**config.mk**
```make
export PLATFORM = sky130hd
export DESIGN_NAME = tmds_channel_decoder
export DESIGN_NICKNAME = d
export VERILOG_FILES = /design/src/rtl/tmds_pkg.sv /design/src/rtl/tmds_symbol_decode.sv /design/src/rtl/tmds_channel_decoder.sv
export SDC_FILE = /design/constraint.sdc
export NUM_CORES = 1
export LEC_CHECK = 0
export CAP_MARGIN = 20
export CORE_ASPECT_RATIO = 1.25
export CORE_MARGIN = 1
export CORE_UTILIZATION = 44
export CTS_CLUSTER_SIZE = 24
export DETAILED_ROUTE_END_ITERATION = 10
export GPL_ROUTABILITY_DRIVEN = 0
export PLACE_DENSITY = 0.7
export SYNTH_ARGS = -nofsm -noshare
export SYNTH_HDL_FRONTEND = slang
export SYNTH_SLANG_ARGS = --single-unit
```
**constraint.sdc**
```tcl
create_clock -name clock -period 4.18 [get_ports clock]
set_input_delay 1.045 -clock clock [delete_from_list [all_inputs] [get_ports clock]]
set_output_delay 1.045 -clock clock [all_outputs]
set_load 0.05 [all_outputs]
```
**src/rtl/tmds_pkg.sv**
```systemverilog
// Shared TMDS definitions: symbol/data widths, the four control tokens,
// the alignment state enum and a token-match helper.
package tmds_pkg;

    localparam int unsigned SYM_W  = 10;
    localparam int unsigned DATA_W = 8;

    localparam logic [SYM_W-1:0] TOKEN_CTRL00 = 10'b1101010100;
    localparam logic [SYM_W-1:0] TOKEN_CTRL01 = 10'b0010101011;
    localparam logic [SYM_W-1:0] TOKEN_CTRL10 = 10'b0101010100;
    localparam logic [SYM_W-1:0] TOKEN_CTRL11 = 10'b1010101011;

    typedef enum logic {
        HUNT,
        LOCKED
    } tmds_state_e;

    function automatic logic is_ctrl_token(input logic [SYM_W-1:0] sym);
        return (sym == TOKEN_CTRL00) || (sym == TOKEN_CTRL01) ||
               (sym == TOKEN_CTRL10) || (sym == TOKEN_CTRL11);
    endfunction

endpackage

```
**src/rtl/tmds_symbol_decode.sv**
```systemverilog
// Combinational TMDS symbol decoder: control-token match or 10b->8b data
// recovery (undo optional inversion, then undo the XOR/XNOR chain).
module tmds_symbol_decode
    import tmds_pkg::*;
(
    input  logic [SYM_W-1:0]  sym,
    output logic              is_token,
    output logic [1:0]        ctrl,
    output logic [DATA_W-1:0] data
);

    logic [DATA_W-1:0] t;

    // Token lookup first; any non-token word is treated as a data symbol
    always_comb begin
        is_token = 1'b1;
        ctrl     = '0;
        data     = '0;
        t        = '0;
        case (sym)
            TOKEN_CTRL00: ctrl = 2'b00;
            TOKEN_CTRL01: ctrl = 2'b01;
            TOKEN_CTRL10: ctrl = 2'b10;
            TOKEN_CTRL11: ctrl = 2'b11;
            default: begin
                is_token = 1'b0;
                t        = sym[9] ? ~sym[7:0] : sym[7:0];
                data[0]  = t[0];
                for (int unsigned i = 1; i < DATA_W; i++) begin
                    data[i] = sym[8] ? (t[i] ^ t[i-1]) : ~(t[i] ^ t[i-1]);
                end
            end
        endcase
    end

endmodule

```
**src/rtl/tmds_channel_decoder.sv**
```systemverilog
// One TMDS receive channel: self-aligning word window, two-stage decode
// pipeline and HUNT/LOCKED alignment tracker.
// Optional lock statistics (lossCount, hunting) under TMDS_LOCK_STATS_EN.
module tmds_channel_decoder
    import tmds_pkg::*;
#(
    parameter int unsigned LOCK_COUNT   = 8,
    parameter int unsigned HUNT_DWELL   = 1024,
    parameter int unsigned LOSS_TIMEOUT = 4096
) (
    input  logic              clock,
    input  logic              reset,
    input  logic [SYM_W-1:0]  symIn,
    input  logic              symValid,
    output logic [DATA_W-1:0] dataOut,
    output logic [1:0]        ctrlOut,
    output logic              deOut,
    output logic              validOut,
    output logic              locked,
    output logic [3:0]        offset
`ifdef TMDS_LOCK_STATS_EN
    ,
    output logic [7:0]        lossCount,
    output logic              hunting
`endif
);

    localparam int unsigned TOK_W   = $clog2(LOCK_COUNT + 1);
    localparam int unsigned DWELL_W = $clog2(HUNT_DWELL);
    localparam int unsigned GAP_W   = $clog2(LOSS_TIMEOUT);

    localparam logic [TOK_W-1:0]   TOK_LAST   = TOK_W'(LOCK_COUNT - 1);
    localparam logic [DWELL_W-1:0] DWELL_LAST = DWELL_W'(HUNT_DWELL - 1);
    localparam logic [GAP_W-1:0]   GAP_LAST   = GAP_W'(LOSS_TIMEOUT - 1);
    localparam logic [3:0]         OFFSET_MAX = 4'(SYM_W - 1);

    // Alignment window and pipeline
    logic [SYM_W-1:0]  sym_prev_q, sym_prev_d;
    logic [SYM_W-1:0]  stage1_sym_q, stage1_sym_d;
    logic              stage1_vld_q, stage1_vld_d;
    logic [DATA_W-1:0] data_q, data_d;
    logic [1:0]        ctrl_q, ctrl_d;
    logic              de_q, de_d;
    logic              vld_q, vld_d;

    // Alignment tracker
    tmds_state_e       state_q, state_d;
    logic [3:0]        offset_q, offset_d;
    logic [TOK_W-1:0]  tok_run_q, tok_run_d;
    logic [DWELL_W-1:0] dwell_q, dwell_d;
    logic [GAP_W-1:0]  gap_q, gap_d;

    logic [SYM_W-1:0]  aligned;
    logic              aligned_is_tok;
    logic [3:0]        offset_inc;

    logic              dec_tok;
    logic [1:0]        dec_ctrl;
    logic [DATA_W-1:0] dec_data;

    tmds_symbol_decode u_decode (
        .sym      (stage1_sym_q),
        .is_token (dec_tok),
        .ctrl     (dec_ctrl),
        .data     (dec_data)
    );

    // Select the 10-bit symbol at the current offset from {current, previous}
    always_comb begin
        aligned        = SYM_W'({symIn, sym_prev_q} >> offset_q);
        aligned_is_tok = is_ctrl_token(aligned);
        offset_inc     = (offset_q == OFFSET_MAX) ? '0 : offset_q + 4'd1;
    end

    // Window capture, stage 1 (aligned word) and stage 2 (decoded fields)
    always_comb begin
        sym_prev_d   = sym_prev_q;
        stage1_sym_d = stage1_sym_q;
        if (symValid) begin
            sym_prev_d   = symIn;
            stage1_sym_d = aligned;
        end
        stage1_vld_d = symValid;
        vld_d        = stage1_vld_q;
        data_d       = data_q;
        ctrl_d       = ctrl_q;
        de_d         = de_q;
        if (stage1_vld_q) begin
            de_d   = ~dec_tok;
            data_d = dec_data;
            if (dec_tok) begin
                ctrl_d = dec_ctrl;
            end
        end
    end

    // Next-state logic: token-run lock search in HUNT, token-gap watchdog in LOCKED
    always_comb begin
        state_d   = state_q;
        offset_d  = offset_q;
        tok_run_d = tok_run_q;
        dwell_d   = dwell_q;
        gap_d     = gap_q;
        if (symValid) begin
            case (state_q)
                HUNT: begin
                    // Lock takes priority over a coincident dwell expiry
                    if (aligned_is_tok && (tok_run_q == TOK_LAST)) begin
                        state_d   = LOCKED;
                        tok_run_d = '0;
                        dwell_d   = '0;
                        gap_d     = '0;
                    end else if (dwell_q == DWELL_LAST) begin
                        offset_d  = offset_inc;
                        dwell_d   = '0;
                        tok_run_d = '0;
                    end else begin
                        dwell_d   = dwell_q + 1'b1;
                        tok_run_d = aligned_is_tok ? tok_run_q + 1'b1 : '0;
                    end
                end
                LOCKED: begin
                    if (aligned_is_tok) begin
                        gap_d = '0;
                    end else if (gap_q == GAP_LAST) begin
                        state_d   = HUNT;
                        offset_d  = offset_inc;
                        gap_d     = '0;
                        tok_run_d = '0;
                        dwell_d   = '0;
                    end else begin
                        gap_d = gap_q + 1'b1;
                    end
                end
                default: state_d = HUNT;
            endcase
        end
    end

    // State register and pipeline flops; reset flushes everything
    always_ff @(posedge clock) begin
        if (reset) begin
            sym_prev_q   <= '0;
            stage1_sym_q <= '0;
            stage1_vld_q <= 1'b0;
            data_q       <= '0;
            ctrl_q       <= '0;
            de_q         <= 1'b0;
            vld_q        <= 1'b0;
            state_q      <= HUNT;
            offset_q     <= '0;
            tok_run_q    <= '0;
            dwell_q      <= '0;
            gap_q        <= '0;
        end else begin
            sym_prev_q   <= sym_prev_d;
            stage1_sym_q <= stage1_sym_d;
            stage1_vld_q <= stage1_vld_d;
            data_q       <= data_d;
            ctrl_q       <= ctrl_d;
            de_q         <= de_d;
            vld_q        <= vld_d;
            state_q      <= state_d;
            offset_q     <= offset_d;
            tok_run_q    <= tok_run_d;
            dwell_q      <= dwell_d;
            gap_q        <= gap_d;
        end
    end

    // Output drive from registered state
    always_comb begin
        dataOut  = data_q;
        ctrlOut  = ctrl_q;
        deOut    = de_q;
        validOut = vld_q;
        locked   = (state_q == LOCKED);
        offset   = offset_q;
    end

`ifdef TMDS_LOCK_STATS_EN
    logic       lose_lock;
    logic [7:0] loss_count_q, loss_count_d;

    // Saturating count of LOCKED->HUNT transitions
    always_comb begin
        lose_lock    = symValid && (state_q == LOCKED) && !aligned_is_tok &&
                       (gap_q == GAP_LAST);
        loss_count_d = loss_count_q;
        if (lose_lock && (loss_count_q != '1)) begin
            loss_count_d = loss_count_q + 8'd1;
        end
    end

    // Statistics register
    always_ff @(posedge clock) begin
        if (reset) begin
            loss_count_q <= '0;
        end else begin
            loss_count_q <= loss_count_d;
        end
    end

    // Statistics outputs
    always_comb begin
        lossCount = loss_count_q;
        hunting   = (state_q == HUNT);
    end
`else
    // Statistics disabled: no extra ports or counters
`endif

endmodule
```
==> Yosys cells after proc, flatten, opt, wreduce, memory -nomap -nowiden <==
Index checks and enable logic that the tools add are counted.
{ "word_totals": {"register_bits": 64, "output_inout_bits": 17, "elab_cells": 96} }
{ "op_classes": {"n_addsub": 4, "eq_ne": 17, "shifts": 1, "n_mux": 36, "bitwise": 17, "reduce_logical": 9} }
{ "ops": {"columns": ["cell", "count"], "rows": [
  ["10-bit equality test, second input constant", 5],
  ["10-bit two-way mux", 4],
  ["4-bit two-way mux", 10],
  ["12-bit two-way mux", 3],
  ["12-bit one-hot mux with 2 select lines", 1],
  ["10-bit by 8-bit equality test with 1-bit output, second input constant", 2],
  ["10-bit by 9-bit equality test with 1-bit output, second input constant", 2],
  ["10-bit one-hot mux with 2 select lines", 1],
  ["20-bit by 4-bit >> shifter with 10-bit output", 1],
  ["8-bit two-way mux", 2],
  ["4-bit one-hot mux with 2 select lines", 2],
  ["12-bit by 1-bit adder with 12-bit output, second input constant", 1],
  ["12-bit equality test, second input constant", 1],
  ["1-bit two-way mux", 11],
  ["10-bit by 1-bit adder with 10-bit output, second input constant", 1],
  ["1-bit inverter", 9],
  ["4-bit by 1-bit adder with 4-bit output, second input constant", 2],
  ["2-bit inequality test, second input constant", 4],
  ["8-bit inverter", 1],
  ["1-bit XOR", 7],
  ["2-bit one-hot mux with 3 select lines", 1],
  ["5-bit AND reduction", 1],
  ["4-bit by 3-bit equality test with 1-bit output, second input constant", 1],
  ["4-bit equality test, second input constant", 1],
  ["other kinds (7)", 10]
]} }

==> Depth between registers and ports, before layout <==
{ "depth": {"ltp_word": 9, "ltp_mapped": 12, "mapped_depth_nobuf": 9} }

==> By module <==
From an unflattened synthesis, not the netlist that was laid out.
{ "hier_totals": {"hier_cells": 447, "area_unflattened_um2": 4127.7} }
{ "modules_own_cells": {"columns": ["mod", "instances", "cells_per_inst", "area_per_inst_um2", "seq_area_each_um2"], "rows": [
  ["tmds_channel_decoder", 1, 408, 3838.7, 1281.2],
  ["tmds_symbol_decode", 1, 39, 289.0, 0.0]
]} }

==> Worst setup path after synthesis <==
OpenSTA, ideal clock, no wires.
{ "synth_timing": {"path_type": "input -> register", "start": "input symIn[4]", "end": "register offset_q[3] (netlist: offset[3])", "t_arrival_ns": 3.098, "t_required_ns": 4.053, "path_slack_ns": 0.955, "cell_stages": 8, "cell_sequence": "mux4_2 -> a22oi_1 -> nand3_1 -> and4_1 -> and4_4 -> or3_4 -> nand4_1 -> or3b_1"} }
{ "synth_between": {"elab_chain_len": 8, "word_cells_on_any_way": 12, "cone_classes": "eq/ne: 6; shift: 1; reduce/logical: 5"} }
{ "synth_lines": {"columns": ["item", "line_no", "text"], "rows": [
  ["start, declared", "tmds_channel_decoder.sv:13", "input logic [SYM_W-1:0] symIn,"],
  ["20-bit by 4-bit >> shifter with 10-bit output *", "tmds_channel_decoder.sv:70", "aligned = SYM_W'({symIn, sym_prev_q} >> offset_q);"],
  ["10-bit equality test / 10-bit by 8-bit equality test with 1-bit output (equally long branches)", "tmds_pkg.sv:19", "return (sym == TOKEN_CTRL00) || (sym == TOKEN_CTRL01) ||"],
  ["1-bit logical OR (2 in a row)", "tmds_pkg.sv:19", null],
  ["1-bit logical OR *", "tmds_pkg.sv:20", "(sym == TOKEN_CTRL10) || (sym == TOKEN_CTRL11);"],
  ["1-bit logical AND", "tmds_channel_decoder.sv:108", "if (aligned_is_tok && (tok_run_q == TOK_LAST)) begin"],
  ["2-bit inequality test (no line)", null, null],
  ["5-bit AND reduction (no line) *", null, null],
  ["end signal, assigned", "tmds_channel_decoder.sv:164", "offset_q <= offset_d;"],
  ["end, declared", "tmds_channel_decoder.sv:48", "logic [3:0] offset_q, offset_d;"]
]} }
Every way passes the cells marked *; elsewhere a longest branch is shown, timed or not.
A chain may end at the register's enable or synchronous reset.

==> Worst setup path in the final report <==
{ "layout_timing": {"start": "input symIn[0]", "end": "register gap_q[1]"} }
{ "layout_between": {"elab_chain_len": 8, "word_cells_on_any_way": 13, "cone_classes": "eq/ne: 5; shift: 1; mux: 2; reduce/logical: 5"} }
{ "layout_lines": {"columns": ["item", "line_no", "text"], "rows": [
  ["20-bit by 4-bit >> shifter with 10-bit output *", "tmds_channel_decoder.sv:70", null],
  ["10-bit equality test / 10-bit by 8-bit equality test with 1-bit output (equally long branches)", "tmds_pkg.sv:19", null],
  ["1-bit logical OR (2 in a row)", "tmds_pkg.sv:19", null],
  ["1-bit logical OR *", "tmds_pkg.sv:20", null],
  ["1-bit logical AND", "tmds_channel_decoder.sv:108", null],
  ["2-bit inequality test (no line)", null, null],
  ["2-bit AND reduction (no line)", null, null],
  ["end signal, assigned", "tmds_channel_decoder.sv:167", "gap_q <= gap_d;"],
  ["end, declared", "tmds_channel_decoder.sv:51", "logic [GAP_W-1:0] gap_q, gap_d;"]
]} }
Marked as above.

==> metrics.cfg <==
[sta]
report.final.slew_viol_count = 0
setup_viol = 0
rsz0062_at_grt = no
setup_slack_ps = 362
timing.final.crit_share_pct = 91.3
timing.setup.tns_ps = 0
layout_min_cycle_time_ps = 3820
max_freq_ghz = 0.262
worstMarginPinSlew_ps = 1020
hold_viol = 0
slew_headroom_pct = 31.7
worst_hold_slack_ps = 472
clock-skew-final_ps = 11.4

[yosys]
synth_common_cells = 64 x dfxtp_1, 45 x nor2_1, 41 x nand2_1
synth-edff-count = 0
synth-compound-area-share_pct = 15.6
yosys_register_bits = 64
synth-xor-area-share_pct = 2.47
synth-seq-area-share_pct = 32.8
synth_top_family_by_area = simple AND/OR/NAND/NOR gates
synth_flop_cell = dfxtp_1
muxShareOfSynthArea_pct = 18.6
syn-cell-area_mm2 = 0.00390
yosysWarningCount = 0
syn_area_per_cell_um2 = 8.99
ys_async_sr_fraction_pct = 0
synth-simple-area-share_pct = 24.2
yosysTopAreaCellShare_pct = 32.8
yosysTopAreaCell = dfxtp_1
ys_types = 60
synth_cells = 434
yosys.area_share.adder_pct = 0.962
synth_nets = 450
yosysMostFrequentCell = dfxtp_1
synthTopCellsByArea = dfxtp_1 33%, mux4_2 12%, mux2i_1 5.9%

[worst_setup_path]
crit-reg2reg-launch = offset[2]$_SDFFE_PP0P_
cp-end-kind = flop
critPathMaxFanout = 14
critPathLaunchType = input pin
cp.arrival_ps = 4090
cp_slowest_cell = or4b_1
required_ps = 4450
crit_path_cell_trace = clkdlybuf4s50_1, mux4_2, mux2i_1, mux2i_1, nor4_4, and4_4, o31ai_2, buf_4, or4b_1, a21oi_1
reg2reg_setup_slack_ps = 710
cpMostUsedCell = mux2i_1
worstRegToRegCells = 9
slowest_delay_ps = 510
worstSetupPathType = input pin to flop
r2r_end = gap_q[1]$_SDFFE_PP0P_

[floorplanning]
die-area_mm2 = 0.00925
ioPinCount = 30
core_area_mm2 = 0.00865
fp.dieW_um = 86.2
fp-row-count = 38
die_y_um = 107
initial_core_util_pct = 45.1

[detailed_routing]
post-route-drc-count = 0
dr.pass1.iters = 4
routed_wl_um = 8890
ant_nets = 0
avgViaCountPerCell = 5.83
wl_per_cell_um = 15.3
dr_total_vias = 3399
drtIter0Drc = 216

[global_routing]
grt_use_total_pct = 20.3
grt_pass1_wl_um = 14600
grt_pass1_vias = 3086
antenna_found_initial = 0
grt.overflow.total = 0
grt_max_degree = 31

[placement]
dp_hpwl_um = 6510
place_area_mm2 = 0.00429
dpl.cell_count = 567
port_buffers = 29
dpl_worst_slack_ps = 61.1

[clock_network]
cts_resized = 0
clock_latency_ps = 350
cts_hold_buf = 0
cts_buffer_depth = 2
cts_root_buf = clkbuf_8
clkSlewWorstSetupHoldPaths_ps = 70
h-tree-depth = 3
cts_tree = yes
cts_sinks = 64
cts_made_buffers = 9
cts_setup_buffers = 0

[finish]
fin_util_pct = 52.1
design_area_mm2 = 0.00451
drive_above_1_share_pct = 13.4
layout.cells.non_filler = 583
area_delta_synth_final_pct = 15.5
antenna_cells = 0
nNetsFinal = 474
fill_cells = 815

[min_path]
hold_path_end = dwell_q[1]$_SDFFE_PP0P_
holdCritPathClass = flop to flop
hold_depth = 2
min_from = dwell_q[1]$_SDFFE_PP0P_

[job]
cap_violations = 0

[pwr]
p_per_area_mw_per_mm2 = 311
leakagePower_nw = 1.61
power_mw = 1.40
ir_drop_mv = 0.182

[outcome]
run_status = finished clean

-- how the worst max path moves through the flow --
stage / endpoint / slack, ps / start
floorplan: offset[3]$_SDFFE_PP0P_ / 950 / symIn[4]
global placement: gap_q[1]$_SDFFE_PP0P_ / 140 / symIn[0]
detailed placement: gap_q[1]$_SDFFE_PP0P_ / 60 / symIn[0]
CTS: gap_q[1]$_SDFFE_PP0P_ / 430 / symIn[0]
global route: gap_q[1]$_SDFFE_PP0P_ / 260 / symIn[5]
finish: gap_q[1]$_SDFFE_PP0P_ / 360 / symIn[0]
-- flip-flops by register name, summed over array words and instances (netlist names) --
name	cells
dataOut	8
deOut	1
dwell_q	10
stage1_sym_q	10
gap_q	12
ctrlOut	2
locked	1
offset	4
stage1_vld_q	1
validOut	1
tok_run_q	4
sym_prev_q	10
-- layer usage --
layer,GRT usage (%),vias up,share of wire [%]
li1,-,1657,-
met1,24.1,1645,44
met2,34.6,85,50
met3,4.60,12,4.1
met4,9.17,0,1.2
met5,0,-,0
-- cell type report --
class                      instances  area, um^2  area share [%]
multi-input combinational        323        2410            53.6
sequential                        64        1280            28.4
timing repair buffer              39         360            8.00
tap                              120         150            3.33
clock buffer                      11         141            3.14
clock inverter                     5        80.1            1.78
inverter                          21        78.8            1.75
-- cell families after synthesis --
logic type / count (synthesis)
compound gates: 88
mux: 47
xor+xnor: 11
buf+inv: 47
simple gates: 174
fa+ha+maj: 3
flops: 64
-- cells in the final DEF (no fill, tap or decap), types with 8 or more instances in the layout --
cell type        Yosys  final
mux4_2              20     20
clkbuf_8             0     10
nor2_1              45     45
clkdlybuf4s50_1      0     28
a31oi_1              8      8
a21oi_1             17     17
buf_4                2     10
nand2_1             41     41
o22ai_1              8      8
nand3_1             21     21
dfxtp_1             64     64
mux2i_1             23     23
o21ai_0             11     11
and3_1              11     11
inv_1               21     21
a22oi_1             15     15
-- critical path: cells and delay by family --
family / cells / cell delay (ps)
multiplexers: 3 / 930
AND/OR/NAND/NOR: 3 / 1180
buffers and inverters: 2 / 710
AO/OA/AOI/OAI: 2 / 210
-- where the power goes --
part | internal (mW) | leakage, nW | total, mW | switching, mW
clock | 0.351 | 0.106 | 0.591 | 0.240
combinational | 0.0718 | 0.983 | 0.165 | 0.0931
sequential | 0.628 | 0.521 | 0.646 | 0.0185
(Power assumes the default switching activity.)
